### config.mk
export PLATFORM = sky130hd
export DESIGN_NAME = nibble_add_arb_flat
export DESIGN_NICKNAME = d
export VERILOG_FILES = /design/src/rtl/add_pkg.sv /design/src/rtl/nibble_add_arb_if.sv /design/src/rtl/nibble_adder.sv /design/src/rtl/nibble_add_arb.sv /design/src/flat_wrapper.sv
export SDC_FILE = /design/constraint.sdc
export NUM_CORES = 1
export LEC_CHECK = 0
export BUFFER_PORTS_ARGS = -buffer_cell sky130_fd_sc_hd__buf_2
export CORE_ASPECT_RATIO = 0.7
export CORE_MARGIN = 3
export CORE_UTILIZATION = 25
export DETAILED_ROUTE_END_ITERATION = 10
export HOLD_SLACK_MARGIN = 0.12
export MAX_ROUTING_LAYER = met4
export PLACE_DENSITY = 0.43
export SYNTH_ARGS = -nofsm -noshare
export SYNTH_HDL_FRONTEND = slang
export SYNTH_SLANG_ARGS = --single-unit
### constraint.sdc
create_clock -name clk -period 3.9 [get_ports clk]
set_clock_uncertainty 0.15 [all_clocks]
set_input_delay 0.39 -clock clk [delete_from_list [all_inputs] [get_ports clk]]
set_output_delay 0.39 -clock clk [all_outputs]
set_load 0.01 [all_outputs]
### src/rtl/add_pkg.sv
// Shared definitions for the serial nibble adder with two-requester arbitration.
package add_pkg;

    // Width of one digit handled by the shared adder per cycle
    localparam int NIBBLE_W = 4;

    // Operation sequencing: wait for a request, add nibble by nibble, hold result
    typedef enum logic [1:0] {
        IDLE = 2'd0,
        RUN  = 2'd1,
        DONE = 2'd2
    } state_t;

    // Width of the nibble index register; never narrower than one bit
    function automatic int idx_width(input int nibbles);
        return (nibbles > 1) ? $clog2(nibbles) : 1;
    endfunction

endpackage

### src/rtl/nibble_add_arb_if.sv
// Request/response bundle between two requesters, the serial adder and its consumer.
interface nibble_add_arb_if
    import add_pkg::*;
#(
    parameter int NIBBLES = 4
) ();

    localparam int W = NIBBLE_W * NIBBLES;

    logic         req0_valid;
    logic         req0_ready;
    logic [W-1:0] req0_a;
    logic [W-1:0] req0_b;
    logic         req0_cin;

    logic         req1_valid;
    logic         req1_ready;
    logic [W-1:0] req1_a;
    logic [W-1:0] req1_b;
    logic         req1_cin;

    logic         rsp_valid;
    logic         rsp_ready;
    logic [W-1:0] rsp_sum;
    logic         rsp_carry;
    logic         rsp_id;

    // Adder side: accepts operands, produces the response
    modport slave (
        input  req0_valid, req0_a, req0_b, req0_cin,
        input  req1_valid, req1_a, req1_b, req1_cin,
        input  rsp_ready,
        output req0_ready, req1_ready,
        output rsp_valid, rsp_sum, rsp_carry, rsp_id
    );

    // Requester/consumer side
    modport master (
        output req0_valid, req0_a, req0_b, req0_cin,
        output req1_valid, req1_a, req1_b, req1_cin,
        output rsp_ready,
        input  req0_ready, req1_ready,
        input  rsp_valid, rsp_sum, rsp_carry, rsp_id
    );

endinterface

### src/rtl/nibble_adder.sv
// Combinational 4-bit adder with carry in and carry out; the single shared datapath adder.
module nibble_adder
    import add_pkg::*;
(
    input  logic [NIBBLE_W-1:0] a,
    input  logic [NIBBLE_W-1:0] b,
    input  logic                cin,
    output logic [NIBBLE_W-1:0] sum,
    output logic                cout
);

    logic [NIBBLE_W:0] total_s;

    // Full-width sum so the top bit is the carry out
    always_comb begin
        total_s = {1'b0, a} + {1'b0, b} + {{NIBBLE_W{1'b0}}, cin};
    end

    assign sum  = total_s[NIBBLE_W-1:0];
    assign cout = total_s[NIBBLE_W];

endmodule

### src/rtl/nibble_add_arb.sv
// Two requesters share one 4-bit adder; operands are summed LSB nibble first over
// NIBBLES cycles and the result is held until the consumer takes it.
module nibble_add_arb
    import add_pkg::*;
#(
    parameter int NIBBLES = 4
) (
    input  logic             clk,
    input  logic             rst_n,
    nibble_add_arb_if.slave  bus
);

    localparam int W  = NIBBLE_W * NIBBLES;
    localparam int IW = idx_width(NIBBLES);
    localparam int SW = IW + 2;

    state_t          state_r;
    logic [IW-1:0]   idx_r;
    logic            carry_r;
    logic [W-1:0]    a_r;
    logic [W-1:0]    b_r;
    logic [W-1:0]    sum_r;
    logic            id_r;
    logic            ptr_r;        // index of the requester served last
    logic            rsp_valid_r;

    logic            grant_s;
    logic            ready0_s;
    logic            ready1_s;
    logic            hs_s;
    logic [SW-1:0]   shift_s;
    logic [NIBBLE_W-1:0] nib_a_s;
    logic [NIBBLE_W-1:0] nib_b_s;
    logic [NIBBLE_W-1:0] nib_sum_s;
    logic            nib_cout_s;
    logic [W-1:0]    nib_mask_s;
    logic [W-1:0]    nib_ins_s;

    // Round-robin grant; ready is offered only in IDLE and only outside reset
    always_comb begin
        grant_s  = 1'b0;
        ready0_s = 1'b0;
        ready1_s = 1'b0;
        if (bus.req0_valid && bus.req1_valid) begin
            grant_s = ~ptr_r;
        end else if (bus.req1_valid) begin
            grant_s = 1'b1;
        end else begin
            grant_s = 1'b0;
        end
        if (rst_n && (state_r == IDLE)) begin
            ready0_s = bus.req0_valid & ~grant_s;
            ready1_s = bus.req1_valid & grant_s;
        end else begin
            ready0_s = 1'b0;
            ready1_s = 1'b0;
        end
    end

    assign hs_s = ready0_s | ready1_s;

    // Select the current nibble of each operand and build the write mask for the sum
    always_comb begin
        shift_s    = {idx_r, 2'b00};
        nib_a_s    = NIBBLE_W'(a_r >> shift_s);
        nib_b_s    = NIBBLE_W'(b_r >> shift_s);
        nib_mask_s = W'({NIBBLE_W{1'b1}}) << shift_s;
        nib_ins_s  = W'(nib_sum_s) << shift_s;
    end

    nibble_adder u_adder (
        .a    (nib_a_s),
        .b    (nib_b_s),
        .cin  (carry_r),
        .sum  (nib_sum_s),
        .cout (nib_cout_s)
    );

    // Operation sequencer with operand, sum, carry and response registers
    always_ff @(posedge clk or negedge rst_n) begin
        if (!rst_n) begin
            state_r     <= IDLE;
            idx_r       <= {IW{1'b0}};
            carry_r     <= 1'b0;
            a_r         <= {W{1'b0}};
            b_r         <= {W{1'b0}};
            sum_r       <= {W{1'b0}};
            id_r        <= 1'b0;
            ptr_r       <= 1'b1;
            rsp_valid_r <= 1'b0;
        end else begin
            case (state_r)
                IDLE: begin
                    if (hs_s) begin
                        a_r     <= grant_s ? bus.req1_a   : bus.req0_a;
                        b_r     <= grant_s ? bus.req1_b   : bus.req0_b;
                        carry_r <= grant_s ? bus.req1_cin : bus.req0_cin;
                        id_r    <= grant_s;
                        idx_r   <= {IW{1'b0}};
                        sum_r   <= {W{1'b0}};
                        state_r <= RUN;
                    end else begin
                        state_r <= IDLE;
                    end
                end
                RUN: begin
                    sum_r   <= (sum_r & ~nib_mask_s) | nib_ins_s;
                    carry_r <= nib_cout_s;
                    if (idx_r == IW'(NIBBLES - 1)) begin
                        state_r     <= DONE;
                        rsp_valid_r <= 1'b1;
                    end else begin
                        idx_r <= idx_r + IW'(1);
                    end
                end
                DONE: begin
                    if (bus.rsp_ready) begin
                        state_r     <= IDLE;
                        rsp_valid_r <= 1'b0;
                        ptr_r       <= id_r;
                    end else begin
                        state_r <= DONE;
                    end
                end
                default: begin
                    state_r     <= IDLE;
                    rsp_valid_r <= 1'b0;
                end
            endcase
        end
    end

    assign bus.req0_ready = ready0_s;
    assign bus.req1_ready = ready1_s;
    assign bus.rsp_valid  = rsp_valid_r;
    assign bus.rsp_sum    = sum_r;
    assign bus.rsp_carry  = carry_r;
    assign bus.rsp_id     = id_r;

endmodule

### src/flat_wrapper.sv
// flat-port wrapper written by rule: the top's interface ports become plain ports
module nibble_add_arb_flat import add_pkg::*;
#(
    parameter int NIBBLES = 4
)
  (clk, rst_n, bus_req0_valid, bus_req0_a, bus_req0_b, bus_req0_cin, bus_req1_valid, bus_req1_a, bus_req1_b, bus_req1_cin, bus_rsp_ready, bus_req0_ready, bus_req1_ready, bus_rsp_valid, bus_rsp_sum, bus_rsp_carry, bus_rsp_id);
  nibble_add_arb_if #(.NIBBLES(NIBBLES)) bus_i ();
  input  logic clk;
  input  logic rst_n;
  input wire logic [$bits(bus_i.req0_valid)-1:0] bus_req0_valid;
  input wire logic [$bits(bus_i.req0_a)-1:0] bus_req0_a;
  input wire logic [$bits(bus_i.req0_b)-1:0] bus_req0_b;
  input wire logic [$bits(bus_i.req0_cin)-1:0] bus_req0_cin;
  input wire logic [$bits(bus_i.req1_valid)-1:0] bus_req1_valid;
  input wire logic [$bits(bus_i.req1_a)-1:0] bus_req1_a;
  input wire logic [$bits(bus_i.req1_b)-1:0] bus_req1_b;
  input wire logic [$bits(bus_i.req1_cin)-1:0] bus_req1_cin;
  input wire logic [$bits(bus_i.rsp_ready)-1:0] bus_rsp_ready;
  output wire logic [$bits(bus_i.req0_ready)-1:0] bus_req0_ready;
  output wire logic [$bits(bus_i.req1_ready)-1:0] bus_req1_ready;
  output wire logic [$bits(bus_i.rsp_valid)-1:0] bus_rsp_valid;
  output wire logic [$bits(bus_i.rsp_sum)-1:0] bus_rsp_sum;
  output wire logic [$bits(bus_i.rsp_carry)-1:0] bus_rsp_carry;
  output wire logic [$bits(bus_i.rsp_id)-1:0] bus_rsp_id;
  assign bus_i.req0_valid = bus_req0_valid;
  assign bus_i.req0_a = bus_req0_a;
  assign bus_i.req0_b = bus_req0_b;
  assign bus_i.req0_cin = bus_req0_cin;
  assign bus_i.req1_valid = bus_req1_valid;
  assign bus_i.req1_a = bus_req1_a;
  assign bus_i.req1_b = bus_req1_b;
  assign bus_i.req1_cin = bus_req1_cin;
  assign bus_i.rsp_ready = bus_rsp_ready;
  assign bus_req0_ready = bus_i.req0_ready;
  assign bus_req1_ready = bus_i.req1_ready;
  assign bus_rsp_valid = bus_i.rsp_valid;
  assign bus_rsp_sum = bus_i.rsp_sum;
  assign bus_rsp_carry = bus_i.rsp_carry;
  assign bus_rsp_id = bus_i.rsp_id;
  nibble_add_arb #(.NIBBLES(NIBBLES)) u_core (.clk(clk), .rst_n(rst_n), .bus(bus_i));
endmodule
; ---- Yosys cells after proc, flatten, opt, wreduce, memory -nomap -nowiden
; Cells that the tools add are included.
[word_totals]
register_bits = 56
inputBits = 71
word_cells = 62
output_inout_bits = 21
[classes]
shift = 4
reduce_logical = 9
muxes = 21
eq_ne = 7
n_bitwise = 9
n_addsub = 3
[op_table]
columns = cell, n
row1 = $mux 16, 3
row2 = $pmux 16 s2, 1
row3 = $shr 16x4->4, 2
row4 = $and 16x16->16, 1
row5 = $not 16->16, 1
row6 = $or 16x16->16, 1
row7 = $shl 4x4->16, 1
row8 = $shl 4x4->16 const A, 1
row9 = $mux 1, 9
row10 = $mux 2, 4
row11 = $pmux 2 s3, 1
row12 = $reduce_and 2->1, 3
row13 = $reduce_and 3->1, 2
row14 = $add 4x4->5, 1
row15 = $add 5x1->5, 1
row16 = $eq 2x2->1 const B, 2
row17 = $ne 2x1->1 const B, 2
row18 = $ne 2x2->1 const B, 2
row19 = $pmux 2 s2, 1
row20 = $not 1->1, 3
row21 = $pmux 1 s3, 1
row22 = $add 2x1->2 const B, 1
row23 = $and 1x1->1, 2
row24 = $eq 2x1->1 const B, 1
row25 = 5 further kinds, 6

; ---- Depth between registers and ports, before layout
; Gate-level depths: netlist of run 1.
[logic_depth]
ltp_word = 8
ltp_mapped = 8
depth_no_buf = 7

; ---- Cells and area by module
; A second synthesis of run 1 with hierarchy kept.
[hier_totals]
cells_unflattened = 255
hier_area_um2 = 2920.3
[by_module_without_submodules]
columns = mod, seq_area_each_um2, n_inst, area_per_inst_um2, cells_each
row1 = nibble_add_arb, 1402.6, 1, 2776.4, 239
row2 = nibble_adder, 0.0, 1, 143.9, 16

; ---- Worst setup path before layout of run 1
; No wires, ideal clock.
[synth_timing]
kind = register -> register
start = reg u_core.idx_r[0]
end = reg u_core.carry_r, in the netlist u_core.bus.rsp_carry
arrival_ns = 2.692
path_stages_with_launch = 9
required_time_ns = 3.625
slack_ns = 0.933
path_buffers = 1
path_cell_list = dfrtp_1 buf_4 mux4_2 fa_1 fa_1 a21o_1 a211oi_1 a21oi_1 mux2_2
[synth_via]
elab_chain_cells = 4
word_cells_on_any_way = 5
classes_between = 2 x add/sub / 2 x shift / 1 x mux
[synth_lines]
columns = item, line
row1 = "start, declared", nibble_add_arb.sv:18  ; logic [IW-1:0] idx_r;
row2 = "start signal, assigned", nibble_add_arb.sv:83  ; idx_r <= {IW{1'b0}};
row3 = "start signal, assigned", nibble_add_arb.sv:99  ; idx_r <= {IW{1'b0}};
row4 = "start signal, assigned", nibble_add_arb.sv:113  ; idx_r <= idx_r + IW'(1);
row5 = $shr 16x4->4 (on tied branches), "nibble_add_arb.sv:65, nibble_add_arb.sv:66"
row6 = $add 4x4->5 (*), nibble_adder.sv:16  ; total_s = {1'b0, a} + {1'b0, b} + {{NIBBLE_W{1'b0}}, cin};
row7 = $add 5x1->5 (*), nibble_adder.sv:16
row8 = $pmux 1 s2 (*), nibble_add_arb.sv:92  ; case (state_r)
row9 = "end signal, assigned", nibble_add_arb.sv:97  ; carry_r <= grant_s ? bus.req1_cin : bus.req0_cin;
row10 = "end signal, assigned", nibble_add_arb.sv:108  ; carry_r <= nib_cout_s;
row11 = "end, declared", nibble_add_arb.sv:19  ; logic carry_r;
; Every way passes the cells marked *; elsewhere a longest branch is shown, timed or not.
; A chain may end at the register's enable or synchronous reset.

; ---- Final worst setup path of run 1
; Ends and elaborated chain as after synthesis.

==> results by group, run 1 <==
Synthesis
  • Post-synthesis simple-gate area fraction: 8.619%
  • Dominant cells by area after synthesis: dfrtp_1 47%, mux2i_1 11%, mux4_2 6.2%
  • Largest family of logic cells by synthesized area: multiplexers
  • Post-synthesis sequential element count: 56
  • Compound-Gate Fraction of Synth Area: 14.84%
  • Post-Synth Adder-Cell Area: 4.374%
  • Post-Synthesis Cells: 250
  • Synth top area share: 47.17%
  • Number of library cell types mapped by synthesis: 31
  • Largest area contributor in the netlist: dfrtp_1
  • Seq/Total Area, Yosys: 48.07%
  • Syn Nets: 330
  • Post-Synth XOR/XNOR Area: 0.6003%
  • Post-synthesis mux area share: 18.27%
  • Post-Syn Area per Cell: 11.67 sq um
  • Synthesis Warnings: 0
  • Mapped cell area: 2918 sq um

CTS
  • Cts bufs inserted: 5
  • CTS tree: yes
  • CTS Hold Bufs: 0
  • Clock transition at path regs: 0.07 ns
  • Longest Clk Path Bufs: 2
  • Post-CTS resize count: 0
  • Root buffer cell: clkbuf_16
  • CTS H-tree lvls: 2
  • Postcts setup bufs: 0
  • Clock net sink count: 56
  • Worst-Skew Late Latency: 0.30 ns

Floorplan
  • Chip width: 135.1 um
  • Initial Utilization: 26.03%
  • Core area: 11,210 sq um
  • Ports: 92
  • DIE HEIGHT: 96.39 um
  • Die Area: 13,020 sq um
  • Placement Rows: 32

Critical path
  • Reg2reg end: u_core.bus.rsp_carry$_DFFE_PN0P_
  • Crit path kind: flip-flop to flip-flop
  • Crit path required time: 3.93 ns
  • Arrival time at the worst endpoint: 3.07 ns
  • Crit path launch type: flip-flop
  • Worst Setup End Kind: flip-flop
  • Reg-to-Reg Start: u_core.idx_r[0]$_DFFE_PN0P_
  • Reg2reg setup slack: 0.87 ns
  • Worst path max stage delay: 0.59 ns
  • CP Cell Sequence: mux4_2 -> fa_1 -> fa_1 -> a21o_1 -> a211oi_1 -> a21oi_1 -> mux2_2
  • Most Frequent Cell on Critical Path: fa_1
  • Slowest CP cell: dfrtp_1
  • Crit path max fanout: 10
  • R2r worst-path depth: 7

Drt
  • Final WL: 7086 um
  • Final ANT Viol Nets: 0
  • Initial DRC count: 71
  • DR WL/cell: 14.43 um
  • Via count: 2,107
  • Routed vias/inst: 4.291
  • Drt first pass iters: 4
  • Remaining routing DRC violations: 0

Timing
  • Fmax: 329.8 MHz
  • Slew HR: 50.56%
  • Final period util: 77.75%
  • Max Slew Vio Count: 0
  • Setup_tns: 0 ns
  • RSZ-0062 raised after global routing: false
  • Tmin final: 3.032 ns
  • Hold Fails Final Rpt: 0
  • Count of final setup violators: 0
  • Tightest Pin Transition: 0.7416 ns

GRT
  • Tot GR Track Use: 11.76%
  • Largest net degree at the start of global routing: 68
  • First-pass GRT wire length: 11,430 um
  • Initial antenna violation count: 0
  • Total gr overflow: 0
  • Vias in the first global route: 2,131

Cells and area
  • Area growth syn-to-layout: 24.01%
  • Finished Cell Area: 3618 sq um
  • Final #Nets: 417
  • Commonest non-fill, non-tap cells in the layout: 91 x buf_2, 55 x dfrtp_1, 40 x nand2_1
  • N_diodes: 0
  • Most common cell after layout, fill and taps aside: buf_2
  • Share of cells above drive strength 1: 36.09%
  • Filler cells: 1,211

Status
  • Status: completed

Pwr
  • Leakage power: 0.001801 uW
  • PD cells: 818.8 nW/um^2
  • Max IR drop VDD: 0.0003394 V

Placement
  • Dpl cell area: 3472 sq um
  • GP Congestion: 0.7302
  • HPWL Detailed: 5350 um
  • Port bufs: 91

Min path
  • Worst hold path type: primary input to async pin

Run
  • Max Cap Viol: 0
[stage by stage]
| stage | hold WS (ns) | util [%] | setup slack [ns] | instances | total power, uW |
|---|---|---|---|---|---|
| floorplan | -0.05559 | - | 0.9333 | 250 | 2097 |
| global placement | 0.3234 | 30.97 | 0.9182 | 483 | 2514 |
| detailed placement | 0.3248 | 30.97 | 0.8694 | 483 | 2539 |
| CTS | 0.1447 | 32.28 | 0.8364 | 491 | 3014 |
| global route | 0.1918 | 32.28 | 0.7260 | 491 | 3243 |
| finish | 0.1071 | 32.28 | 0.8679 | 491 | 2963 |
[routing by layer]
metal / track usage [%] / wire [um] / vias to the layer above
met5: - / 0 / -
met4: 3.020 / 50 / 0
met3: 3.157 / 404 / 6
met2: 17.43 / 3048 / 64
met1: 16.07 / 3583 / 963
li1: - / - / 1074
[layout make-up]
| class | count | area, sq um | area share [%] |
|---|---|---|---|
| inverters | 4 | 15.01 | 0.4149 |
| clock inverters | 3 | 21.27 | 0.5878 |
| repair buffers | 95 | 485.5 | 13.42 |
| well taps | 153 | 191.4 | 5.290 |
| multi-input cells | 175 | 1378 | 38.07 |
| flip-flops and latches | 56 | 1403 | 38.76 |
| clock buffers | 5 | 125.1 | 3.458 |
[worst max path at each step]
stage,slack (ns),end,startpoint
floorplan,0.93,u_core.bus.rsp_carry$_DFFE_PN0P_,u_core.idx_r[0]$_DFFE_PN0P_
global placement,0.92,u_core.bus.rsp_carry$_DFFE_PN0P_,u_core.idx_r[0]$_DFFE_PN0P_
detailed placement,0.87,u_core.bus.rsp_carry$_DFFE_PN0P_,u_core.idx_r[0]$_DFFE_PN0P_
CTS,0.84,u_core.bus.rsp_carry$_DFFE_PN0P_,u_core.idx_r[0]$_DFFE_PN0P_
global route,0.73,u_core.bus.rsp_carry$_DFFE_PN0P_,u_core.idx_r[0]$_DFFE_PN0P_
finish,0.87,u_core.bus.rsp_carry$_DFFE_PN0P_,u_core.idx_r[0]$_DFFE_PN0P_
[critical path, delay by kind of cell (launching register included)]
family          cells  cell delay [ns]
fa+ha+maj           2             0.86
mux                 2             0.84
flops               1             0.59
compound gates      3             0.47
[where the power goes]
group / leakage [uW] / internal (uW) / switching (uW) / total (uW)
logic: 0.00103 / 667 / 778 / 1440
clock network: 0.0000702 / 240 / 222 / 462
registers: 0.000703 / 847 / 209 / 1060
[synth_stat cells]
library cell and number:
o21ai_0 8, buf_2 2, xnor2_1 1, a21boi_2 1
a211oi_1 1, nand2_1 40, xor2_1 1, a21oi_1 4
clkbuf_1 2, and2_1 1, a22o_1 16, dfrtp_1 55
nor3_2 4, dfstp_2 1, o21ai_2 1, buf_6 10
ha_1 7, a21o_1 7, or2_1 1, mux2i_1 33
nand2b_4 1, nand3_1 3, buf_4 1, mux4_2 8
mux2_2 2, nor3b_2 1, fa_1 2, o21ai_1 29
inv_1 4, o211ai_1 1, nor2_1 2
[registers in the layout, indices dropped and copies added, names as in the netlist]
signal and flops:
u_core.bus.rsp_id 1, u_core.b_r 16, u_core.a_r 16, u_core.bus.rsp_sum 16, u_core.idx_r 2, u_core.bus.rsp_carry 1, u_core.bus.rsp_valid 1, u_core.state_r 2
u_core.ptr_r 1
[logic make-up (layout without fill, tap and decap cells)]
logic type / after synthesis / count (layout)
AOI/OAI and AO/OA: 68 / 68
DFF: 56 / 56
and+or+nand+nor: 53 / 53
muxes: 43 / 43
buffers and inverters: 19 / 107
adders and majority gates: 9 / 9
xor gates and xnor gates: 2 / 2
(Power assumes the default switching activity.)
==> inputs of run 2 (changes only) <==
==> constraint.sdc (replaced) <==
create_clock -name clk -period 2.85 [get_ports clk]
set_clock_uncertainty 0.15 [all_clocks]
set_input_delay 0.285 -clock clk [delete_from_list [all_inputs] [get_ports clk]]
set_output_delay 0.285 -clock clk [all_outputs]
set_load 0.01 [all_outputs]
==> run 2 against run 1 <==
  * First-iteration DRC count rose by 18%
  * Final cell count increased by 2.6%
  * Combinational power rose by 44%
  * Worst hold slack improved by 0.0080 ns
  * Utilization rose by 1.3 points
  * Flip-flop and latch count unchanged
  * Global-route usage up 0.21 points
  * Total power increased by 39%
  * Critical path depth unchanged
  * Die area did not move
  * Via count up 3.3%
  * Clock power grew 38%
  * Critical endpoint unchanged
  * Largest cell class unchanged
  * Highest routed layer unchanged
==> results by group, run 2 (same netlist as run 1, synthesis figures left out) <==
Status
  • Status: completed

CTS
  • Root buffer cell: clkbuf_16
  • Clock net sink count: 56
  • Worst-Skew Late Latency: 0.30 ns
  • Cts bufs inserted: 5
  • Longest Clk Path Bufs: 2
  • Post-CTS resize count: 0
  • Clock transition at path regs: 0.07 ns
  • CTS H-tree lvls: 2
  • CTS tree: yes

Run
  • Max Cap Viol: 0

Drt
  • Via count: 2,177
  • Initial DRC count: 84
  • Drt first pass iters: 4
  • Final ANT Viol Nets: 0
  • Final WL: 7227 um
  • Routed vias/inst: 4.319
  • DR WL/cell: 14.34 um
  • Remaining routing DRC violations: 0

Timing
  • Tmin final: 2.715 ns
  • Fmax: 368.3 MHz
  • Setup_tns: 0 ns
  • Tightest Pin Transition: 0.4934 ns
  • RSZ-0062 raised after global routing: false
  • Hold Fails Final Rpt: 0
  • Slew HR: 67.11%
  • Max Slew Vio Count: 0
  • Count of final setup violators: 0
  • Final period util: 95.28%

Floorplan
  • Die Area: 13,020 sq um
  • Ports: 92
  • DIE HEIGHT: 96.39 um
  • Placement Rows: 32
  • Core area: 11,210 sq um
  • Chip width: 135.1 um
  • Initial Utilization: 26.03%

Min path
  • Hold Path Stages: 3
  • Worst hold path type: primary input to flip-flop

Pwr
  • Clk network pwr share: 15.5%
  • Sw Ratio: 40.00%
  • Leakage power: 0.001860 uW
  • P_int: 2470 uW
  • Sw power: 1647 uW
  • Combinational group share of total power: 50.4%
  • Reg power frac: 34.2%
  • Max IR drop VDD: 0.0003837 V
  • Total power draw: 4117 uW
  • PD cells: 1095 nW/um^2

Critical path
  • Crit path required time: 2.89 ns
  • Arrival time at the worst endpoint: 2.75 ns
  • Crit path launch type: flip-flop
  • CP Cell Sequence: mux4_2 -> fa_2 -> fa_1 -> a21o_1 -> a211oi_1 -> a21oi_1 -> mux2_2
  • Crit path kind: flip-flop to flip-flop
  • Worst path max stage delay: 0.54 ns
  • Crit path max fanout: 4
  • Reg2reg setup slack: 0.13 ns
  • Slowest CP cell: mux4_2
  • R2r worst-path depth: 7
  • Worst Setup End Kind: flip-flop

Cells and area
  • Reg area: 1404 sq um
  • Final #Nets: 430
  • Commonest non-fill, non-tap cells in the layout: 91 x buf_2, 54 x dfrtp_1, 40 x nand2_1
  • Area growth syn-to-layout: 28.90%
  • Filler cells: 1,187
  • N_diodes: 0
  • Share of cells above drive strength 1: 35.90%
  • Multi-input gate area: 1380 sq um
  • Most common cell after layout, fill and taps aside: buf_2

GRT
  • First-pass GRT wire length: 11,470 um
  • Largest net degree at the start of global routing: 56
  • Total gr overflow: 0
  • Tot GR Track Use: 11.97%
  • Initial antenna violation count: 0
  • Vias in the first global route: 2,169

Placement
  • Port bufs: 91
  • GP Congestion: 0.7307
  • HPWL Detailed: 5592 um
run 2: changes by cell type in the layout (fill, tap and decap cells not counted), sizes merged:
cell / change
dlygate4sd3: +10
buf: +3
clkbuf: +2
clkinv: -1
inv: -1
run 2: through the flow:
| step | utilization [%] | area [sq um] | std cells | setup slack (ns) | hold WS (ns) |
|---|---|---|---|---|---|
| 4_1_cts | 33.55 | 3761 | 504 | 0.1088 | 0.1200 |
| 2_1_floorplan | - | 2925 | 250 | 0.02848 | -0.1606 |
| 5_1_grt | 33.55 | 3761 | 504 | 0.004369 | 0.1262 |
| 3_3_place_gp | 31.32 | 3511 | 486 | 0.1677 | 0.1121 |
| 3_5_place_dp | 31.32 | 3511 | 486 | 0.1197 | 0.1093 |
| 6_report | 33.55 | 3761 | 504 | 0.1345 | 0.1151 |
run 2: area by class of cell:
type | count | area share, %
clock buffers | 7 | 3.792
clock inverters | 1 | 0.1996
inverters | 4 | 0.3992
multi-input cells | 175 | 36.69
flip-flops and latches | 56 | 37.33
well taps | 153 | 5.090
repair buffers | 108 | 16.50
run 2: power by group through the flow:
stage	clock network, uW	logic (uW)	registers, uW
floorplan	0	1500	1380
global placement	0	2070	1430
detailed placement	0	2090	1430
CTS	654	2120	1420
global route	688	2330	1460
finish	636	2070	1410
run 2: worst max-delay path: cells and delay by family (launching register included):
family / cells / cell delay [ns]
mux: 2 / 0.80
flops: 1 / 0.42
fa+ha+maj: 2 / 0.79
compound gates: 3 / 0.45
run 2: what timing repair did:
item	in CTS	in global routing
endpoints found under the hold margin	21	0
hold buffers	10	0
buffers inserted	0	0
run 2: worst paths after layout:
| kind | startpoint | to |
|---|---|---|
| min in group asynchronous | rst_n | u_core.bus.rsp_sum[9]$_DFFE_PN0P_ |
| min | bus_req0_b[10] | u_core.b_r[10]$_DFFE_PN0P_ |
| max in group asynchronous | rst_n | u_core.idx_r[0]$_DFFE_PN0P_ |
| max | u_core.idx_r[0]$_DFFE_PN0P_ | u_core.bus.rsp_carry$_DFFE_PN0P_ |
| min reg2reg | u_core.a_r[2]$_DFFE_PN0P_ | u_core.a_r[2]$_DFFE_PN0P_ |
| max reg2reg | u_core.idx_r[0]$_DFFE_PN0P_ | u_core.bus.rsp_carry$_DFFE_PN0P_ |
run 2: routing by layer:
metal / global-route usage, % / routed length, um
met1: 16.84 / 3588
met2: 17.30 / 3119
met3: 2.743 / 429
met4: 3.523 / 89
met5: - / 0
==> inputs of run 3 (changes only) <==
--- a/config.mk
+++ b/config.mk
@@ -6,13 +6,15 @@
 export NUM_CORES = 1
 export LEC_CHECK = 0
 export BUFFER_PORTS_ARGS = -buffer_cell sky130_fd_sc_hd__buf_2
+export CAP_MARGIN = 15
 export CORE_ASPECT_RATIO = 0.7
 export CORE_MARGIN = 3
 export CORE_UTILIZATION = 25
 export DETAILED_ROUTE_END_ITERATION = 10
 export HOLD_SLACK_MARGIN = 0.12
 export MAX_ROUTING_LAYER = met4
-export PLACE_DENSITY = 0.43
+export PLACE_DENSITY = 0.44
+export RECOVER_POWER = 50
 export SYNTH_ARGS = -nofsm -noshare
 export SYNTH_HDL_FRONTEND = slang
 export SYNTH_SLANG_ARGS = --single-unit
==> run 3 against run 2 <==
  * Count of clock-buffer cells in the layout is the same
  * Register-to-register slack lost 0.03 ns
  * Worst setup slack lost 0.031 ns
  * Final cell count grew 2.8%
  * First-iteration DRC count grew 2.4%
  * Sequential share of layout area shrank 1.1 points
  * Global-route usage shrank 0.24 points
  * Critical path type unchanged
  * Critical endpoint unchanged
  * Largest cell class unchanged
==> results by group, run 3 (same netlist as run 1, synthesis figures left out) <==
Status
  • Status: completed

Pwr
  • Clk network pwr share: 15.1%
  • Sw Ratio: 40.07%
  • Max IR drop VDD: 0.0004912 V
  • Combinational group share of total power: 50.6%
  • Leakage power: 0.001845 uW
  • PD cells: 1062 nW/um^2
  • P_int: 2468 uW
  • Reg power frac: 34.4%
  • Sw power: 1650 uW

CTS
  • CTS tree: yes
  • Root buffer cell: clkbuf_16
  • CTS H-tree lvls: 2
  • Cts bufs inserted: 5
  • Worst-Skew Late Latency: 0.29 ns
  • Clock transition at path regs: 0.07 ns
  • Longest Clk Path Bufs: 2
  • Clock net sink count: 56
  • Postcts setup bufs: 0

Drt
  • Remaining routing DRC violations: 0
  • DR WL/cell: 13.76 um
  • Drt first pass iters: 4
  • Final WL: 7128 um
  • Routed vias/inst: 4.278
  • Initial DRC count: 86
  • Via count: 2,216
  • Final ANT Viol Nets: 0

Critical path
  • Arrival time at the worst endpoint: 2.78 ns
  • Worst Setup End Kind: flip-flop
  • Crit path launch type: flip-flop
  • Crit path to: u_core.bus.rsp_carry$_DFFE_PN0P_
  • Crit path max fanout: 4
  • Reg-to-Reg Start: u_core.idx_r[0]$_DFFE_PN0P_
  • Crit path required time: 2.88 ns
  • R2r worst-path depth: 7
  • Worst setup path startpoint: u_core.idx_r[0]$_DFFE_PN0P_
  • Crit path kind: flip-flop to flip-flop
  • Reg2reg end: u_core.bus.rsp_carry$_DFFE_PN0P_
  • Reg2reg setup slack: 0.10 ns

Timing
  • Slew HR: 7.775%
  • Max Slew Vio Count: 0
  • RSZ-0062 raised after global routing: false
  • Fmax: 364.1 MHz
  • Tmin final: 2.746 ns
  • Final worst slack: 0.1035 ns
  • Hold Fails Final Rpt: 0
  • Hold slack: 0.1258 ns
  • Count of final setup violators: 0
  • Tightest Pin Transition: 1.383 ns
  • Final period util: 96.37%
  • Setup_tns: 0 ns

Floorplan
  • Placement Rows: 32
  • Die Area: 13,020 sq um
  • Core area: 11,210 sq um
  • Chip width: 135.1 um
  • Ports: 92
  • DIE HEIGHT: 96.39 um
  • Initial Utilization: 26.03%

Cells and area
  • Most common cell after layout, fill and taps aside: buf_2
  • Reg area: 1404 sq um
  • Commonest non-fill, non-tap cells in the layout: 71 x buf_2, 54 x dfrtp_1, 40 x nand2_1
  • Multi-input gate area: 1380 sq um
  • Finished Cell Area: 3876 sq um
  • Final #Nets: 444
  • Util after Layout: 34.58%
  • Share of cells above drive strength 1: 28.77%
  • N_diodes: 0
  • Filler cells: 1,194
  • Area growth syn-to-layout: 32.85%

GRT
  • Total gr overflow: 0
  • Tot GR Track Use: 11.73%
  • Vias in the first global route: 2,226
  • First-pass GRT wire length: 11,470 um
  • Largest net degree at the start of global routing: 60
  • Initial antenna violation count: 0

Placement
  • HPWL Detailed: 5411 um
  • Dpl cell area: 3503 sq um
  • Port bufs: 91
  • Worst slack, placed: 0.1159 ns
  • GP Congestion: 0.7951

Min path
  • Worst hold path type: primary input to flip-flop

Run
  • Max Cap Viol: 0
## run 3: cell count changes in the layout (fill, tap and decap cells not counted)
cell	previous run	this run
buf_4	6	4
dlygate4sd3_1	10	25
clkbuf_1	1	21
buf_2	91	71
clkbuf_2	0	1
## run 3: routing by layer
metal  track usage (%)  share of wire, %  wire length [um]  vias up
met3             2.692               5.7               404       10
met5                 -                 0                 0        -
li1                  -                 -                 -     1132
met2             16.89                42              2993       64
met1             16.62                51              3649     1010
met4             3.272               1.1                80        0
## run 3: per-stage QoR
step,cells,power (uW)
floorplan,250,2886
finish,518,4118
global placement,485,3492
global route,518,4501
CTS,518,4223
detailed placement,485,3533
## run 3: power groups by stage
stage	logic [uW]	registers [uW]	clock network, uW
finish	2080	1420	620
global route	2350	1470	678
CTS	2150	1420	653
detailed placement	2100	1430	0
global placement	2060	1440	0
floorplan	1500	1380	0
## run 3: critical path, cell delays in order (launching register included)
cell	delay (ns)
dfrtp_2	0.41
mux4_2	0.54
fa_2	0.39
fa_1	0.41
a21o_1	0.17
a211oi_1	0.24
a21oi_1	0.06
mux2_2	0.26
## run 3: layout make-up
class | instances | share of cell area [%]
flip-flops and latches | 56 | 36.22
multi-input cells | 175 | 35.60
repair buffers | 122 | 18.98
well taps | 153 | 4.939
clock buffers | 7 | 3.680
inverters | 4 | 0.3873
clock inverters | 1 | 0.1937
## run 3: worst min-delay path by stage
stage,start,cells past startpoint,to,slack (ns)
2_1_floorplan,rst_n,0,u_core.a_r[0]$_DFFE_PN0P_,-0.16
3_3_place_gp,rst_n,1,u_core.state_r[1]$_DFFE_PN0P_,-0.06
3_5_place_dp,rst_n,1,u_core.state_r[1]$_DFFE_PN0P_,-0.06
4_1_cts,bus_req1_a[7],3,u_core.a_r[7]$_DFFE_PN0P_,0.12
5_1_grt,bus_req1_b[14],3,u_core.b_r[14]$_DFFE_PN0P_,0.13
6_report,bus_req1_a[7],3,u_core.a_r[7]$_DFFE_PN0P_,0.13
## run 3: timing repair
| item | in CTS | in global routing |
|---|---|---|
| gates resized for setup | 0 | 0 |
| hold buffers | 25 | 0 |
| endpoints found under the hold margin | 68 | 0 |
